## src/rtl/pe_pkg.sv

```systemverilog
// Shared types and helpers for the systolic processing elements.
// Widths, FSM states and saturation bounds live here.
package pe_pkg;

  typedef enum logic [1:0] {
    IDLE,
    ACC,
    HOLD
  } state_t;

  localparam int DEF_DATA_WIDTH = 8;
  localparam int DEF_ACC_WIDTH  = 24;
  localparam int DEF_MAX_LEN    = 256;
  localparam int SAT_W          = 64;

  function automatic int min_acc_width(
    input int dw,
    input int max_len
  );
    return 2 * dw + $clog2(max_len);
  endfunction

  // Bounds are returned in SAT_W bits; callers truncate to ACC_WIDTH.
  function automatic logic [SAT_W-1:0] sat_max(
    input int aw,
    input bit sgn
  );
    logic [SAT_W-1:0] m;
    m = '1;
    return sgn ? (m >> (SAT_W + 1 - aw))
               : (m >> (SAT_W - aw));
  endfunction

  function automatic logic [SAT_W-1:0] sat_min(
    input int aw,
    input bit sgn
  );
    return sgn ? (SAT_W'(1) << (aw - 1)) : '0;
  endfunction

endpackage

```

## src/rtl/pe_os_acc_mac.sv

```systemverilog
// Combinational multiply-accumulate with optional clamping.
// Shared between output- and weight-stationary PEs.
module pe_mac
  import pe_pkg::*;
#(
  parameter int DATA_WIDTH = DEF_DATA_WIDTH,
  parameter int ACC_WIDTH  = DEF_ACC_WIDTH,
  parameter int SIGNED     = 1,
  parameter int SATURATE   = 0
) (
  input  logic [DATA_WIDTH-1:0] a,
  input  logic [DATA_WIDTH-1:0] b,
  input  logic [ACC_WIDTH-1:0]  acc,
  input  logic                  first,
  output logic [ACC_WIDTH-1:0]  sum
);

  localparam int DW = DATA_WIDTH;
  localparam int AW = ACC_WIDTH;
  localparam bit SG = (SIGNED != 0);
  localparam logic [AW-1:0] SMAX = AW'(sat_max(AW, SG));
  localparam logic [AW-1:0] SMIN = AW'(sat_min(AW, SG));

  logic [AW-1:0] a_x;
  logic [AW-1:0] b_x;
  logic [AW-1:0] prod;
  logic [AW-1:0] base;
  logic [AW:0]   raw;

  // Product fits in 2*DW <= AW, so an AW-wide multiply is exact.
  assign a_x  = {{(AW-DW){SG & a[DW-1]}}, a};
  assign b_x  = {{(AW-DW){SG & b[DW-1]}}, b};
  assign prod = a_x * b_x;
  assign base = first ? '0 : acc;
  assign raw  = {SG & base[AW-1], base}
              + {SG & prod[AW-1], prod};

  always_comb begin
    sum = raw[AW-1:0];
    if (SATURATE != 0) begin
      if (SG) begin
        if (raw[AW] != raw[AW-1])
          sum = raw[AW] ? SMIN : SMAX;
      end else if (raw[AW]) begin
        sum = SMAX;
      end
    end
  end

endmodule

```

## src/rtl/pe_os_acc.sv

```systemverilog
// Output-stationary PE: operand forwarding, dot-product FSM
// and a per-column psum shift chain for unloading results.
module pe_os_acc
  import pe_pkg::*;
#(
  parameter int DATA_WIDTH = DEF_DATA_WIDTH,
  parameter int ACC_WIDTH  = DEF_ACC_WIDTH,
  parameter int SIGNED     = 1,
  parameter int SATURATE   = 0
) (
  input  logic                  clk,
  input  logic                  rst,
  input  logic [DATA_WIDTH-1:0] top_in,
  input  logic                  top_valid,
  input  logic [DATA_WIDTH-1:0] left_in,
  input  logic                  left_valid,
  input  logic                  left_first,
  input  logic                  left_last,
  output logic [DATA_WIDTH-1:0] right_out,
  output logic                  right_valid,
  output logic                  right_first,
  output logic                  right_last,
  output logic [DATA_WIDTH-1:0] bottom_out,
  output logic                  bottom_valid,
  input  logic [ACC_WIDTH-1:0]  psum_in,
  input  logic                  psum_in_valid,
  input  logic                  drain_load,
  input  logic                  drain_shift,
  output logic [ACC_WIDTH-1:0]  psum_out,
  output logic                  psum_out_valid,
  output logic                  result_ready,
  output logic                  overrun
);

  state_t               state_q;
  state_t               state_d;
  logic [ACC_WIDTH-1:0] acc_q;
  logic [ACC_WIDTH-1:0] mac_sum;
  logic                 fire;
  logic                 acc_en;
  logic                 ovr_d;

  assign fire = left_valid & top_valid;

  pe_mac #(
    .DATA_WIDTH (DATA_WIDTH),
    .ACC_WIDTH  (ACC_WIDTH),
    .SIGNED     (SIGNED),
    .SATURATE   (SATURATE)
  ) u_mac (
    .a     (left_in),
    .b     (top_in),
    .acc   (acc_q),
    .first (left_first),
    .sum   (mac_sum)
  );

  always_comb begin
    state_d = state_q;
    acc_en  = 1'b0;
    ovr_d   = 1'b0;
    unique case (state_q)
      IDLE: begin
        if (fire) begin
          acc_en = 1'b1;
          if (left_first)
            state_d = left_last ? HOLD : ACC;
        end
      end
      ACC: begin
        if (fire) begin
          acc_en = 1'b1;
          if (left_last)
            state_d = HOLD;
        end
      end
      HOLD: begin
        // A new dot product overwrites the held result unless
        // it is being copied into the chain this same cycle.
        if (fire & left_first) begin
          acc_en  = 1'b1;
          ovr_d   = ~drain_load;
          state_d = left_last ? HOLD : ACC;
        end else if (drain_load) begin
          state_d = IDLE;
        end
      end
      default: state_d = IDLE;
    endcase
  end

  always_ff @(posedge clk or posedge rst) begin
    if (rst) begin
      state_q <= IDLE;
      acc_q   <= '0;
      overrun <= 1'b0;
    end else begin
      state_q <= state_d;
      overrun <= ovr_d;
      if (acc_en)
        acc_q <= mac_sum;
    end
  end

  always_ff @(posedge clk or posedge rst) begin
    if (rst) begin
      right_out    <= '0;
      right_valid  <= 1'b0;
      right_first  <= 1'b0;
      right_last   <= 1'b0;
      bottom_out   <= '0;
      bottom_valid <= 1'b0;
    end else begin
      right_out    <= left_in;
      right_valid  <= left_valid;
      right_first  <= left_first;
      right_last   <= left_last;
      bottom_out   <= top_in;
      bottom_valid <= top_valid;
    end
  end

  always_ff @(posedge clk or posedge rst) begin
    if (rst) begin
      psum_out       <= '0;
      psum_out_valid <= 1'b0;
    end else if (drain_load) begin
      psum_out       <= acc_q;
      psum_out_valid <= (state_q == HOLD);
    end else if (drain_shift) begin
      psum_out       <= psum_in;
      psum_out_valid <= psum_in_valid;
    end
  end

  assign result_ready = (state_q == HOLD);

endmodule

```

## config.mk

```make
export PLATFORM = sky130hd
export DESIGN_NAME = pe_os_acc
export DESIGN_NICKNAME = d
export VERILOG_FILES = /design/src/rtl/pe_pkg.sv /design/src/rtl/pe_os_acc_mac.sv /design/src/rtl/pe_os_acc.sv
export SDC_FILE = /design/constraint.sdc
export NUM_CORES = 1
export LEC_CHECK = 0
export ABC_AREA = 1
export BUFFER_PORTS_ARGS = -buffer_cell sky130_fd_sc_hd__buf_2
export CORE_UTILIZATION = 55
export DETAILED_ROUTE_END_ITERATION = 12
export GPL_TIMING_DRIVEN = 1
export PLACE_DENSITY = 0.77
export SYNTH_ARGS = -nofsm -noshare
export SYNTH_HDL_FRONTEND = slang
export SYNTH_SLANG_ARGS = --single-unit
```

## constraint.sdc

```tcl
create_clock -name clk -period 7.2 [get_ports clk]
set_input_delay 2.16 -clock clk [delete_from_list [all_inputs] [get_ports clk]]
set_output_delay 2.16 -clock clk [all_outputs]
set_load 0.01 [all_outputs]
```

Word level (Yosys, flattened, before mapping)

Cells that the tools add are included.

Bits of input ports: 49
Bits in registers: 72
Logic and storage cells: 45
Output and inout bits: 47

Add/subtract/negate cells: 1
Mux-type cells: 18
Bitwise gates (word level): 3
Equal/unequal tests: 7
Reduce and logical (&&, ||, !) cells: 4
Multipliers: 1

Operators with widths:

| kind                                                             | count |
|---|---|
| 24-bit 2-to-1 mux                                                | 3 |
| 24-bit by 16-bit adder with 24-bit output                        | 1 |
| 8-bit by 8-bit multiplier with 16-bit output                     | 1 |
| 2-bit 2-to-1 mux                                                 | 7 |
| 2-bit != test (second input constant)                            | 4 |
| 1-bit 2-to-1 mux                                                 | 6 |
| 2-bit one-hot mux with 3 select lines                            | 1 |
| 5-bit AND reduction                                              | 1 |
| 3-bit by 2-bit != test with 1-bit output (second input constant) | 1 |
| 1-bit bitwise AND                                                | 2 |
| 2-bit by 1-bit == test with 1-bit output (second input constant) | 1 |
| 2-bit == test (second input constant)                            | 1 |
| 2-bit logical NOT                                                | 1 |
| 1-bit one-hot mux with 2 select lines                            | 1 |
| 2-bit nonzero test                                               | 1 |
| 2-bit OR reduction                                               | 1 |
| 1-bit inverter                                                   | 1 |

Depth between registers and ports, before layout

Gate-level depths: netlist of run 1.

Depth in word-level cells: 4
Mapped depth: 24
Gate-level depth less buffers: 23

By module

A second synthesis of run 1 with hierarchy kept.

Cell total of the unflattened synthesis: 890
Area, all modules: 7454.6 um2

Modules (own cells, without submodules):

| module    | area an instance (um2) | instances | cells each |
|---|---|---|---|
| pe_mac    | 4758.3                 | 1         | 623 |
| pe_os_acc | 2696.3                 | 1         | 267 |

Worst setup path after synthesis of run 1

OpenSTA, ideal clock, no wires.

Path kind: input port to flip-flop
From: input top_in[0]
To: register acc_q[15]
Data required time: 7074 ps
Path slack: 633 ps
Cell stages on the path: 17
Setup time: 126 ps
Buffers on the path: 1
Arrival: 6441 ps
Cells stage by stage: clkbuf_1 -> nand2_1 -> inv_1 -> fa_1 -> fa_1 -> fa_1 -> fa_1 -> ha_1 -> ha_1 -> nand2_1 -> nor2_1 -> and2_1 -> nand2_1 -> nand3_1 -> or2_0 -> nand3_1 -> o21ai_0

Longest elaborated chain between the ends: 2

Ends and longest elaborated chain:

| item                                         | RTL line            | source |
|---|---|---|
| start: declaration                           | pe_os_acc.sv:13     | `input logic [DATA_WIDTH-1:0] top_in,` |
| 8-bit by 8-bit multiplier with 16-bit output | pe_os_acc_mac.sv:33 | `assign prod = a_x * b_x;` |
| 24-bit by 16-bit adder with 24-bit output    | pe_os_acc_mac.sv:36 | `+ {SG & prod[AW-1], prod};` |
| end signal: assignment                       | pe_os_acc.sv:101    | `acc_q <= mac_sum;` |
| end: declaration                             | pe_os_acc.sv:37     | `logic [ACC_WIDTH-1:0] acc_q;` |

No other way between the ends.
A chain may end at the register's enable or synchronous reset.

Worst setup path in the final report of run 1

From: input top_in[1]
To: register acc_q[14]

The elaborated chain is that of the path after synthesis.

==> metrics.md, run 1 <==
| Metric | Value |
|---|---|
| Run status | finished clean |
| Most frequent cell after synthesis | nand2_1 |
| Final GP Congestion | 0.920 |
| Final setup violation count | 0 |
| Hold_buf cts | 0 |
| Most numerous cell on the critical path | fa_1 |
| GRT Residual Overflow | 0 |
| RSZ-0062 raised after global routing | no |
| Synth Cell Area | 7350 um2 |
| Worst-path clk slew | 0.06 ns |
| Synth unique cells | 32 |
| Worst Tran Pin Value | approximately 0.91 ns |
| Overall Global Routing Usage | 26.3% |
| CP startpoint kind | input port |
| Worst min path class | reg -> reg |
| CTS tree | built |
| Crit Reg-Reg Startpoint | acc_q[14] |
| Synth Area per Inst | between 8 and 9 um2 |
| Flops & latches, synth | 72 |
| Async SR Flop Fraction | 100% |
| Share of cells above drive strength 1 | 12.4% |
| Setup crit end kind | flop |
| H-tree levels | 3 |
| TNS Setup | 0 ns |
| Hold Startpoint | psum_out_valid |
| CP top delay family | adder cells |
| Post-route antenna net violation count | 0 |
| Slowest Stage Delay on Critical Path | 0.58 ns |
| Final wirelength | 16,600 um |
| Clk Tree Root Cell | clkbuf_16 |
| Vias per cell | slightly above 5 |
| Seq/Total Area, Yosys | about a quarter |
| Final hold vios | 0 |
| Clock Path Buffers | 2 |
| Vias in the first global route | around 6,000 |
| Crit-path cells | buf_2 -> nand2_1 -> inv_1 -> fa_1 -> fa_1 -> fa_1 -> fa_1 -> ha_1 -> ha_1 -> a21oi_1 -> nand3_1 -> nand2_1 -> nand2_1 -> o21ai_0 -> o21ai_0 |
| Clk Latency, worst-skew pair | 0.34 ns |
| Final Max Slew Viols | 0 |
| Mapped Cells | between 800 and 900 |
| Post-route minimum period | between 6 and 7 ns |
| Vias | between 5,000 and 6,000 |
| Crit Path Category | in -> reg |
| MaxCap Viol Count | 0 |
| Crit path launch | top_in[1] |
| Relative slew slack | between 30% and 40% |
| Prevailing post-synth register cell | dfrtp_1 |
| Area delta synth->final | 11.9% |
| Post-synth top area share | 28.3% |
| Core Area | between 10,000 and 15,000 um2 |
| HPWL Detailed | 13,400 um |
| Fmax | about 150 MHz |
| Buf+Inv Stages, Crit Path | 2 |
| Postcts setup bufs | 0 |
| Fin crit share | about nine tenths |
| DRT Pass-1 Iters | 5 |
| CTS resizes | 0 |
| Wirelength per Cell | 14.6 um |
| I/O Pins | 96 |
| Worst Skew | ~0.0044 ns |
| First-pass GRT wire length | 29,200 um |
| Placement Rows | between 40 and 50 |
| Worst Path Max Fanout | 16 |
| Critical path's slowest cell | fa_1 |
| Antenna violations before repair | 0 |
| DIE AREA | 13,800 um2 |
| Net Count, Synth | approximately 1,100 |
| Worst path arrival time | approximately 6.7 ns |
| Ant. Diodes | 0 |
| Number of synthesized flops with an enable pin | 0 |
| Buffers on Ports | 95 |
| Dominant cells by area after synthesis | fa_1 (28%), dfrtp_1 (25%), nand2_1 (10%) |
| Chip width | approximately 120 um |
| Initial drt markers | 293 |
| Num Clock Sinks | 72 |
| Die Y | about 120 um |
| YS warnings | 0 |
| Post-synth top cells | nand2_1 (205), inv_1 (182), fa_1 (104) |
| Drt drc | 0 |
| Synth area leader | fa_1 |
| Initial Util | between 50% and 60% |
| CTS Buf Count | 9 |
| Final nets | 1,172 |
| Critical Path RT | 7.40 ns |
| Largest net degree at the start of global routing | 73 |
[registers in the layout, indices dropped and copies added (netlist names)]
register,flops
overrun,1
right_last,1
bottom_valid,1
acc_q,24
psum_out_valid,1
right_valid,1
state_q,2
right_out,8
psum_out,24
bottom_out,8
right_first,1
[cell usage in the layout (no fill, tap or decap)]
| cell type | synthesis | final |
|---|---|---|
| a21o_1 | 1 | 1 |
| a21oi_1 | 16 | 16 |
| a31oi_1 | 1 | 1 |
| and2_1 | 1 | 1 |
| buf_12 | 0 | 1 |
| buf_2 | 7 | 95 |
| buf_4 | 0 | 3 |
| clkbuf_1 | 22 | 1 |
| clkbuf_16 | 0 | 9 |
| clkbuf_8 | 0 | 2 |
| clkinv_1 | 1 | 1 |
| clkinv_4 | 0 | 1 |
| clkinvlp_4 | 0 | 1 |
| dfrtp_1 | 72 | 72 |
| fa_1 | 104 | 104 |
| ha_1 | 54 | 54 |
| inv_1 | 182 | 181 |
| inv_2 | 2 | 3 |
| inv_6 | 1 | 1 |
| nand2_1 | 205 | 205 |
| nand3_1 | 35 | 35 |
| nand3_2 | 1 | 1 |
| nand3b_1 | 3 | 3 |
| nand4_1 | 6 | 6 |
| nor2_1 | 83 | 83 |
| nor2_4 | 1 | 1 |
| nor3_1 | 26 | 26 |
| o211ai_1 | 1 | 1 |
| o21ai_0 | 17 | 17 |
| o21ai_1 | 2 | 2 |
| o21ai_4 | 1 | 1 |
| o21bai_1 | 1 | 1 |
| o22ai_1 | 26 | 26 |
| or2_0 | 2 | 2 |
| or2_2 | 1 | 1 |
| xnor2_1 | 8 | 8 |
| xor2_1 | 1 | 1 |
[per-stage QoR]
step           util [%]  instances  area (um2)  hold WS, ns  setup WS [ns]
2_1_floorplan         -        885        7350        0.471          0.633
3_3_place_gp       62.0       1126        7950        0.488          0.436
3_5_place_dp       62.0       1126        7950        0.488          0.389
4_1_cts            64.1       1140        8220        0.507          0.692
5_1_grt            64.1       1140        8220        0.552          0.386
6_report           64.1       1140        8220        0.511          0.658
[path summary, 6_finish.rpt]
check / endpoint / slack [ns] / cells past startpoint
hold / removal: psum_out_valid / 0.51 / 2
hold reg to reg: psum_out_valid / 0.51 / 2
setup reg to reg: acc_q[22] / 2.70 / 19
setup / recovery: acc_q[14] / 0.66 / 15
max in group asynchronous: psum_out[18] / 4.49 / 3
min in group asynchronous: right_out[6] / 2.11 / 3
[layout make-up]
type	count	area, um2
repair buffers	99	518
inverters	186	703
multi-input cells	597	4710
clock buffers	12	256
flip-flops and latches	72	1800
clock inverters	2	16.3
fillers	1133	4600
well taps	172	215
[cells by family after synthesis]
kind of cell	after synthesis	share of synthesized area, %
compound gates	66	5.21
xor+xnor	9	1.07
fa+ha+maj	158	37.5
buf+inv	216	11.3
flops	72	24.5
simple gates	364	20.3
[layer usage]
layer	wire length, um	vias up	track usage [%]
met3	912	28	4.36
met2	8070	191	44.0
li1	-	2846	-
met4	373	0	7.53
met5	0	-	0
met1	7250	2853	35.4
[worst reg2reg max path: stages (launching register included)]
cell     delay, ns
dfrtp_1       0.39
inv_1         0.14
nor2_1        0.09
fa_1          0.55
inv_1         0.05
fa_1          0.49
inv_1         0.05
fa_1          0.55
fa_1          0.43
ha_1          0.30
ha_1          0.42
nand2_1       0.15
inv_1         0.12
nand2_1       0.07
nor2_1        0.17
nand4_1       0.13
nand3_1       0.11
nand2_1       0.05
nand3_1       0.06
nand2_1       0.06
Power of run 1 is not shown: default switching activity piles up to over one toggle a cycle in this logic, so the estimate is an artifact.
==> run 2: changes to the inputs <==
==> constraint.sdc (replaced) <==
create_clock -name clk -period 6.3 [get_ports clk]
set_input_delay 1.89 -clock clk [delete_from_list [all_inputs] [get_ports clk]]
set_output_delay 1.89 -clock clk [all_outputs]
set_load 0.01 [all_outputs]
==> run 2 against run 1 <==
Clock skew hardly changed. Flip-flop and latch count stayed put. Routed wire length is 0.95% higher. Critical path depth is 6 higher. Cell area is 1.9% higher. Highest routed layer unchanged. Non-clock buffer count is 19 higher.
==> metrics.md, run 2 (synthesized netlist as in run 1, its figures left out) <==
| Metric | Value |
|---|---|
| Run status | finished clean (unchanged) |
| CTS tree | built (unchanged) |
| Antenna violations before repair | 0 (unchanged) |
| R2R cell count | 19 (unchanged) |
| Crit Path Category | in -> reg (unchanged) |
| Clk Tree Root Cell | clkbuf_16 (unchanged) |
| Final Non-Filler Cells | 1,160 (was 1,140) |
| Final setup violation count | 0 (unchanged) |
| Final hold vios | 0 (unchanged) |
| Leakage | around 4.7 nW |
| Final nets | 1,191 (was 1,172) |
| Vias in the first global route | 5,946 (was 6,052) |
| H-tree levels | 3 (unchanged) |
| Worst Skew | 0.00455 ns (was 0.00442 ns) |
| Final wirelength | 16,800 um (was 16,600 um) |
| Num Clock Sinks | 72 (unchanged) |
| Worst-path clk slew | 0.06 ns (about the same) |
| Vias per cell | 5.10 (was 5.19) |
| Sequential standard cell area | 1800 um2 (unchanged) |
| Placed Cells | 1,145 (was 1,126) |
| Worst path arrival time | 6.27 ns (was 6.74 ns) |
| Most frequent cells in the layout | nand2_1 (205), inv_1 (181), fa_1 (104) (unchanged) |
| Crit path launch | left_first (was top_in[1]) |
| Share of cells above drive strength 1 | 14.3% (was 12.4%) |
| Post-route antenna net violation count | 0 (unchanged) |
| CP endpoint | acc_q[18] (was acc_q[14]) |
| First-pass GRT wire length | 29,100 um (was 29,200 um) |
| Clk Latency, worst-skew pair | 0.34 ns (about the same) |
| I/O Pins | 96 (unchanged) |
| CTS Buf Count | 9 (unchanged) |
| Hold_buf cts | 0 (unchanged) |
| Commonest non-fill, non-tap cell in the layout | nand2_1 (unchanged) |
| Vias | 5,920 (was 5,918) |
| Postcts setup bufs | 0 (unchanged) |
| Hold Startpoint | psum_out_valid (unchanged) |
| RSZ-0062 raised after global routing | no (unchanged) |
| Worst Tran Pin Value | 0.774 ns (was 0.912 ns) |
| Fin crit share | 96.0% |
| Post-route minimum period | between 6 and 7 ns |
| Clock Path Buffers | 2 (unchanged) |
| Relative slew slack | 48.4% (was 39.2%) |
| Largest regs | acc_q (24), psum_out (24) (unchanged) |
| Wirelength per Cell | 14.4 um (was 14.6 um) |
| Die Y | 118 um (unchanged) |
| Chip width | 118 um (unchanged) |
| Worst Path Max Fanout | 19 (was 16) |
| Overall Global Routing Usage | 26.5% (was 26.3%) |
| HPWL Detailed | 13,700 um (was 13,400 um) |
| DIE AREA | 13,800 um2 (unchanged) |
| Core Area | 12,800 um2 (unchanged) |
| Ant. Diodes | 0 (unchanged) |
| Buffers on Ports | 95 (unchanged) |
| Critical Path RT | 6.53 ns (was 7.40 ns) |
| FF-to-FF End | acc_q[18] (was acc_q[22]) |
| CP startpoint kind | input port (unchanged) |
| Pwr Density | roughly 610 nW/um2 |
| Fmax | roughly 170 MHz |
| Largest net degree at the start of global routing | 58 (was 73) |
| Setup crit end kind | flop (unchanged) |
| Worst min path class | reg -> reg (unchanged) |
| DP Area | 8110 um2 (was 7950 um2) |
| Design Area, Final | 8380 um2 (was 8220 um2) |
| Drt drc | 0 (unchanged) |
| Initial Util | 57.3% (unchanged) |
| Fillcell total | 1,094 (was 1,133) |
| Multi-input gate area | 4710 um2 (unchanged) |
| Final GP Congestion | 0.941 (was 0.920) |
| CTS resizes | 0 (unchanged) |
| DRT Pass-1 Iters | 5 (unchanged) |
| PnR Total Power | 5.14 mW |
| Max VDD drop | between 400 and 500 uV |
| Crit Reg-Reg Startpoint | acc_q[6] (was acc_q[14]) |
| Area delta synth->final | 14.1% (was 11.9%) |
| Placement Rows | 41 (unchanged) |
| Initial drt markers | 360 (was 293) |
| MaxCap Viol Count | 0 (unchanged) |
| Worst R2R Setup Slack | 1.78 ns (was 2.70 ns) |
| Final Max Slew Viols | 0 (unchanged) |
| GRT Residual Overflow | 0 (unchanged) |
## run 2: critical path: stages
cell and delay (ns):
buf_2 0.26, inv_6 0.11, nand2_1 0.09, fa_1 0.49, inv_1 0.05, fa_1 0.50, inv_1 0.05, fa_1 0.48
inv_1 0.06, fa_1 0.44, fa_1 0.47, ha_1 0.41, nand2_1 0.08, nor2_1 0.20, nand2_1 0.07, nand3_1 0.16
nand4_1 0.16, nand2_1 0.10, nand2_1 0.05, nand3_1 0.07, nand2_1 0.06
## run 2: final cells by class
class	instances	share of cell area, %
clock buffer	10	2.85
clock inverter	5	0.463
inverter	186	8.39
multi-input combinational	597	56.2
sequential	72	21.5
tap	172	2.57
timing repair buffer	118	8.03
## run 2: power by group
part / leakage, nW / internal, mW / switching, mW / total (mW)
Sequential: 0.858 / 0.603 / 0.112 / 0.715
Clock: 0.136 / 0.279 / 0.211 / 0.489
Combinational: 3.73 / 1.57 / 2.36 / 3.93
## run 2: metal layers
metal / share of wire [%] / up-vias / track usage [%]
met5: 0 / - / 0
met4: 2.7 / 0 / 8.73
met3: 4.7 / 39 / 4.31
met2: 47 / 160 / 42.8
met1: 45 / 2840 / 36.7
li1: - / 2881 / -
## run 2: stage by stage
step / worst slack (ns) / hold WS [ns] / TNS, ns / util, %
finish: 0.255 / 0.508 / 0 / 65.4
global route: 0.0713 / 0.549 / 0 / 65.4
CTS: 0.274 / 0.512 / 0 / 65.4
detailed placement: -0.0817 / 0.489 / -0.286 / 63.2
global placement: -0.0580 / 0.488 / -0.114 / 63.2
floorplan: 0.00290 / 0.471 / 0 / -
## run 2: worst min path at each step
stage	endpoint	cells after the start
finish	psum_out_valid	2
CTS	psum_out_valid	2
floorplan	acc_q[18]	2
global route	psum_out_valid	2
detailed placement	psum_out_valid	2
global placement	psum_out_valid	2
Power figures use the tool's default switching activity.
==> run 3: changes to the inputs <==
--- a/config.mk
+++ b/config.mk
@@ -5,7 +5,6 @@
 export SDC_FILE = /design/constraint.sdc
 export NUM_CORES = 1
 export LEC_CHECK = 0
-export ABC_AREA = 1
 export BUFFER_PORTS_ARGS = -buffer_cell sky130_fd_sc_hd__buf_2
 export CORE_UTILIZATION = 55
 export DETAILED_ROUTE_END_ITERATION = 12
==> run 3 against run 2 <==
Combinational power increased by 15%. Largest cell class unchanged. Worst setup slack lost 0.11 ns. Critical path depth is 4 lower. Routed wire length is 5.9% lower. Hold slack worse by 0.0043 ns. Utilization grew 6.5 points. Global-route usage rose by 0.44 points. Fmax is 1.8% lower.
==> metrics.md, run 3 <==
| Metric | Value |
|---|---|
| Run status | finished clean (unchanged) |
| Core Area | 12,200 um2 (was 12,800 um2) |
| Largest net degree at the start of global routing | 73 (was 58) |
| Most frequent cells in the layout | fa_1 (101), inv_1 (95), buf_2 (95) (was nand2_1 (205), inv_1 (181), fa_1 (104)) |
| Largest regs | acc_q (24), psum_out (24) (unchanged) |
| Worst slack at placement | -0.313 ns (was -0.0817 ns) |
| R2R cell count | 17 (was 19) |
| I/O Pins | 96 (unchanged) |
| Final Non-Filler Cells | 1,022 (was 1,160) |
| Final Max Slew Viols | 0 (unchanged) |
| CTS tree | built (unchanged) |
| Pwr Density | 662 nW/um2 (was 613 nW/um2) |
| Relative slew slack | 40.6% (was 48.4%) |
| Prevailing post-synth register cell | dfrtp_1 (unchanged) |
| Fillcell total | 921 (was 1,094) |
| Hold_buf cts | 0 (unchanged) |
| Fin crit share | 97.7% (was 96.0%) |
| Worst-path clk slew | 0.06 ns (about the same) |
| Drt drc | 0 (unchanged) |
| Design Area, Final | 8740 um2 (was 8380 um2) |
| Mapped Cells | 669 (was 885) |
| Clock Path Buffers | 2 (unchanged) |
| CP startpoint kind | input port (unchanged) |
| Hold Startpoint | acc_q[19] (was psum_out_valid) |
| Critical Path RT | 6.58 ns (was 6.53 ns) |
| Area delta synth->final | 26.3% (was 14.1%) |
| CTS Buf Count | 9 (unchanged) |
| Initial Util | 56.9% (was 57.3%) |
| Synth area leader | fa_1 (unchanged) |
| DRT Pass-1 Iters | 4 (was 5) |
| Post-synth top area share | 30.1% (was 28.3%) |
| Crit Reg-Reg Startpoint | acc_q[20] (was acc_q[6]) |
| CP endpoint | acc_q[22] (was acc_q[18]) |
| Final nets | 1,056 (was 1,191) |
| Most frequent cell after synthesis | fa_1 (was nand2_1) |
| Clk Latency, worst-skew pair | 0.35 ns (was 0.34 ns) |
| Worst Path Max Fanout | 13 (was 19) |
| Most numerous cell on the critical path | fa_1 (was nand2_1) |
| Crit Path Category | in -> reg (unchanged) |
| WL met1 | 6190 um (was 7580 um) |
| Final hold slack | 0.504 ns (was 0.508 ns) |
| CP top delay family | adder cells (unchanged) |
| Buffers on Ports | 95 (unchanged) |
| Worst setup margin | 0.144 ns (was 0.255 ns) |
| Final hold vios | 0 (unchanged) |
| Flops & latches, synth | 72 (unchanged) |
| GRT Residual Overflow | 0 (unchanged) |
| HPWL Detailed | 12,700 um (was 13,700 um) |
| Post-route antenna net violation count | 0 (unchanged) |
| Max VDD drop | 833 uV (was 407 uV) |
| Synth Area per Inst | 10.3 um2 (was 8.30 um2) |
| Critical path's slowest cell | fa_1 (unchanged) |
| DIE AREA | 13,000 um2 (was 13,800 um2) |
| Net Count, Synth | 876 (was 1,092) |
| Vias per cell | 5.19 (was 5.10) |
| Met3 wire len | 494 um (was 781 um) |
| Chip width | 114 um (was 118 um) |
| Worst R2R Setup Slack | 1.57 ns (was 1.78 ns) |
| FF-to-FF End | acc_q[23] (was acc_q[18]) |
| Worst min path class | reg -> reg (unchanged) |
| Worst Tran Pin Value | 0.891 ns (was 0.774 ns) |
| Placement Rows | 40 (was 41) |
| Num Clock Sinks | 72 (unchanged) |
| Final wirelength | 15,800 um (was 16,800 um) |
| Wirelength per Cell | 15.4 um (was 14.4 um) |
| Vias in the first global route | 5,816 (was 5,946) |
| Post-synth top cells | fa_1 (104), inv_1 (99), nand2_1 (79) (was nand2_1 (205), inv_1 (182), fa_1 (104)) |
| YS warnings | 0 (unchanged) |
| Final setup violation count | 0 (unchanged) |
| H-tree levels | 3 (unchanged) |
| Number of synthesized flops with an enable pin | 0 (unchanged) |
| Share of cells above drive strength 1 | 28.5% (was 14.3%) |
| Synth Cell Area | 6920 um2 (was 7350 um2) |
| Clk Tree Root Cell | clkbuf_16 (unchanged) |
| WP depth | 17 (was 21) |
| Seq/Total Area, Yosys | 26.0% (was 24.5%) |
| Synth unique cells | 44 (was 32) |
| Die Y | 114 um (was 118 um) |
| Met2 WL | 8620 um (was 7940 um) |
| First-pass GRT wire length | 27,000 um (was 29,100 um) |
| Slowest Stage Delay on Critical Path | 0.58 ns (was 0.50 ns) |
| Initial drt markers | 275 (was 360) |
| Commonest non-fill, non-tap cell in the layout | fa_1 (was nand2_1) |
| Max layer used | met4 (unchanged) |
| Crit-path cells | buf_2 -> buf_4 -> and2_4 -> buf_4 -> fa_1 -> fa_1 -> fa_1 -> fa_1 -> ha_1 -> ha_4 -> and3_4 -> a41o_1 -> a211oi_2 -> o21ai_1 -> and3_4 -> or4_1 -> nand3_1 (was buf_2 -> inv_6 -> nand2_1 -> fa_1 -> inv_1 -> fa_1 -> inv_1 -> fa_1 -> inv_1 -> fa_1 -> fa_1 -> ha_1 -> nand2_1 -> nor2_1 -> nand2_1 -> nand3_1 -> nand4_1 -> nand2_1 -> nand2_1 -> nand3_1 -> nand2_1) |
| Post-route minimum period | 6.16 ns (was 6.05 ns) |
| Worst path arrival time | 6.44 ns (was 6.27 ns) |
| Setup crit end kind | flop (unchanged) |
| Final GP Congestion | 0.918 (was 0.941) |
| Crit path launch | top_in[1] (was left_first) |
| MaxCap Viol Count | 0 (unchanged) |
| TNS Setup | 0 ns (unchanged) |
| Vias | 5,300 (was 5,920) |
| Leakage | 4.50 nW (was 4.72 nW) |
| Buf+Inv Stages, Crit Path | 3 (was 5) |
| DP Area | 8280 um2 (was 8110 um2) |
| Placed Cells | 1,003 (was 1,145) |
| Async SR Flop Fraction | 100% (unchanged) |
| Antenna violations before repair | 0 (unchanged) |
| Fmax | 162 MHz (was 165 MHz) |
| Ant. Diodes | 0 (unchanged) |
| Dominant cells by area after synthesis | fa_1 (30%), dfrtp_1 (26%), ha_1 (9.8%) (was fa_1 (28%), dfrtp_1 (25%), nand2_1 (10%)) |
| Overall Global Routing Usage | 27.0% (was 26.5%) |
| Worst Skew | 0.00764 ns (was 0.00455 ns) |
run 3: logic make-up after synthesis:
family | synth area share [%]
xor+xnor | 2.53
mux | 4.74
simple gates | 12.8
compound gates | 7.52
fa+ha+maj | 39.8
flops | 26.0
buf+inv | 6.56
run 3: tightest hold or removal path, cell delays in order (launching register included):
cell     delay (ns)
dfrtp_1        0.35
nand2_1        0.05
o21ai_0        0.07
run 3: per-stage QoR:
step	power (mW)	util [%]
2_1_floorplan	3.39	-
3_3_place_gp	4.80	68.1
3_5_place_dp	4.92	68.1
4_1_cts	5.58	71.0
5_1_grt	6.30	71.9
6_report	5.79	71.9
run 3: per-layer routing:
| metal | up-vias | track usage (%) |
|---|---|---|
| li1 | 2495 | - |
| met1 | 2658 | 31.4 |
| met2 | 117 | 49.6 |
| met3 | 30 | 4.18 |
| met4 | 0 | 10.8 |
| met5 | - | 0 |
run 3: area by class of cell:
class                           instances  area [um2]  area share [%]
Multi-Input combinational cell        478        4800            55.0
Sequential cell                        72        1800            20.6
Timing Repair Buffer                  188        1190            13.6
Inverter                              100         379            4.34
Clock buffer                           10         239            2.73
Tap cell                              168         210            2.41
Clock inverter                          6         115            1.32
run 3: timing repair:
item / in CTS / in global routing
setup endpoints to repair: 0 / 10
buffers inserted: 0 / 3
hold endpoints to repair: 0 / 0
resized for setup: 0 / 22
run 3: worst min-delay path by stage:
stage,depth (start not counted),endpoint
after floorplan,2,psum_out[0]
after global placement,2,psum_out[0]
after detailed placement,2,acc_q[19]
after CTS,2,acc_q[19]
after global routing,2,acc_q[7]
final,2,acc_q[19]
run 3: power by group:
| group | switching, mW | total [mW] | internal (mW) | leakage [nW] |
|---|---|---|---|---|
| Clock | 0.201 | 0.600 | 0.399 | 0.169 |
| Sequential | 0.0893 | 0.691 | 0.601 | 0.877 |
| Combinational | 2.24 | 4.50 | 2.26 | 3.46 |
| Total | 2.53 | 5.79 | 3.26 | 4.50 |
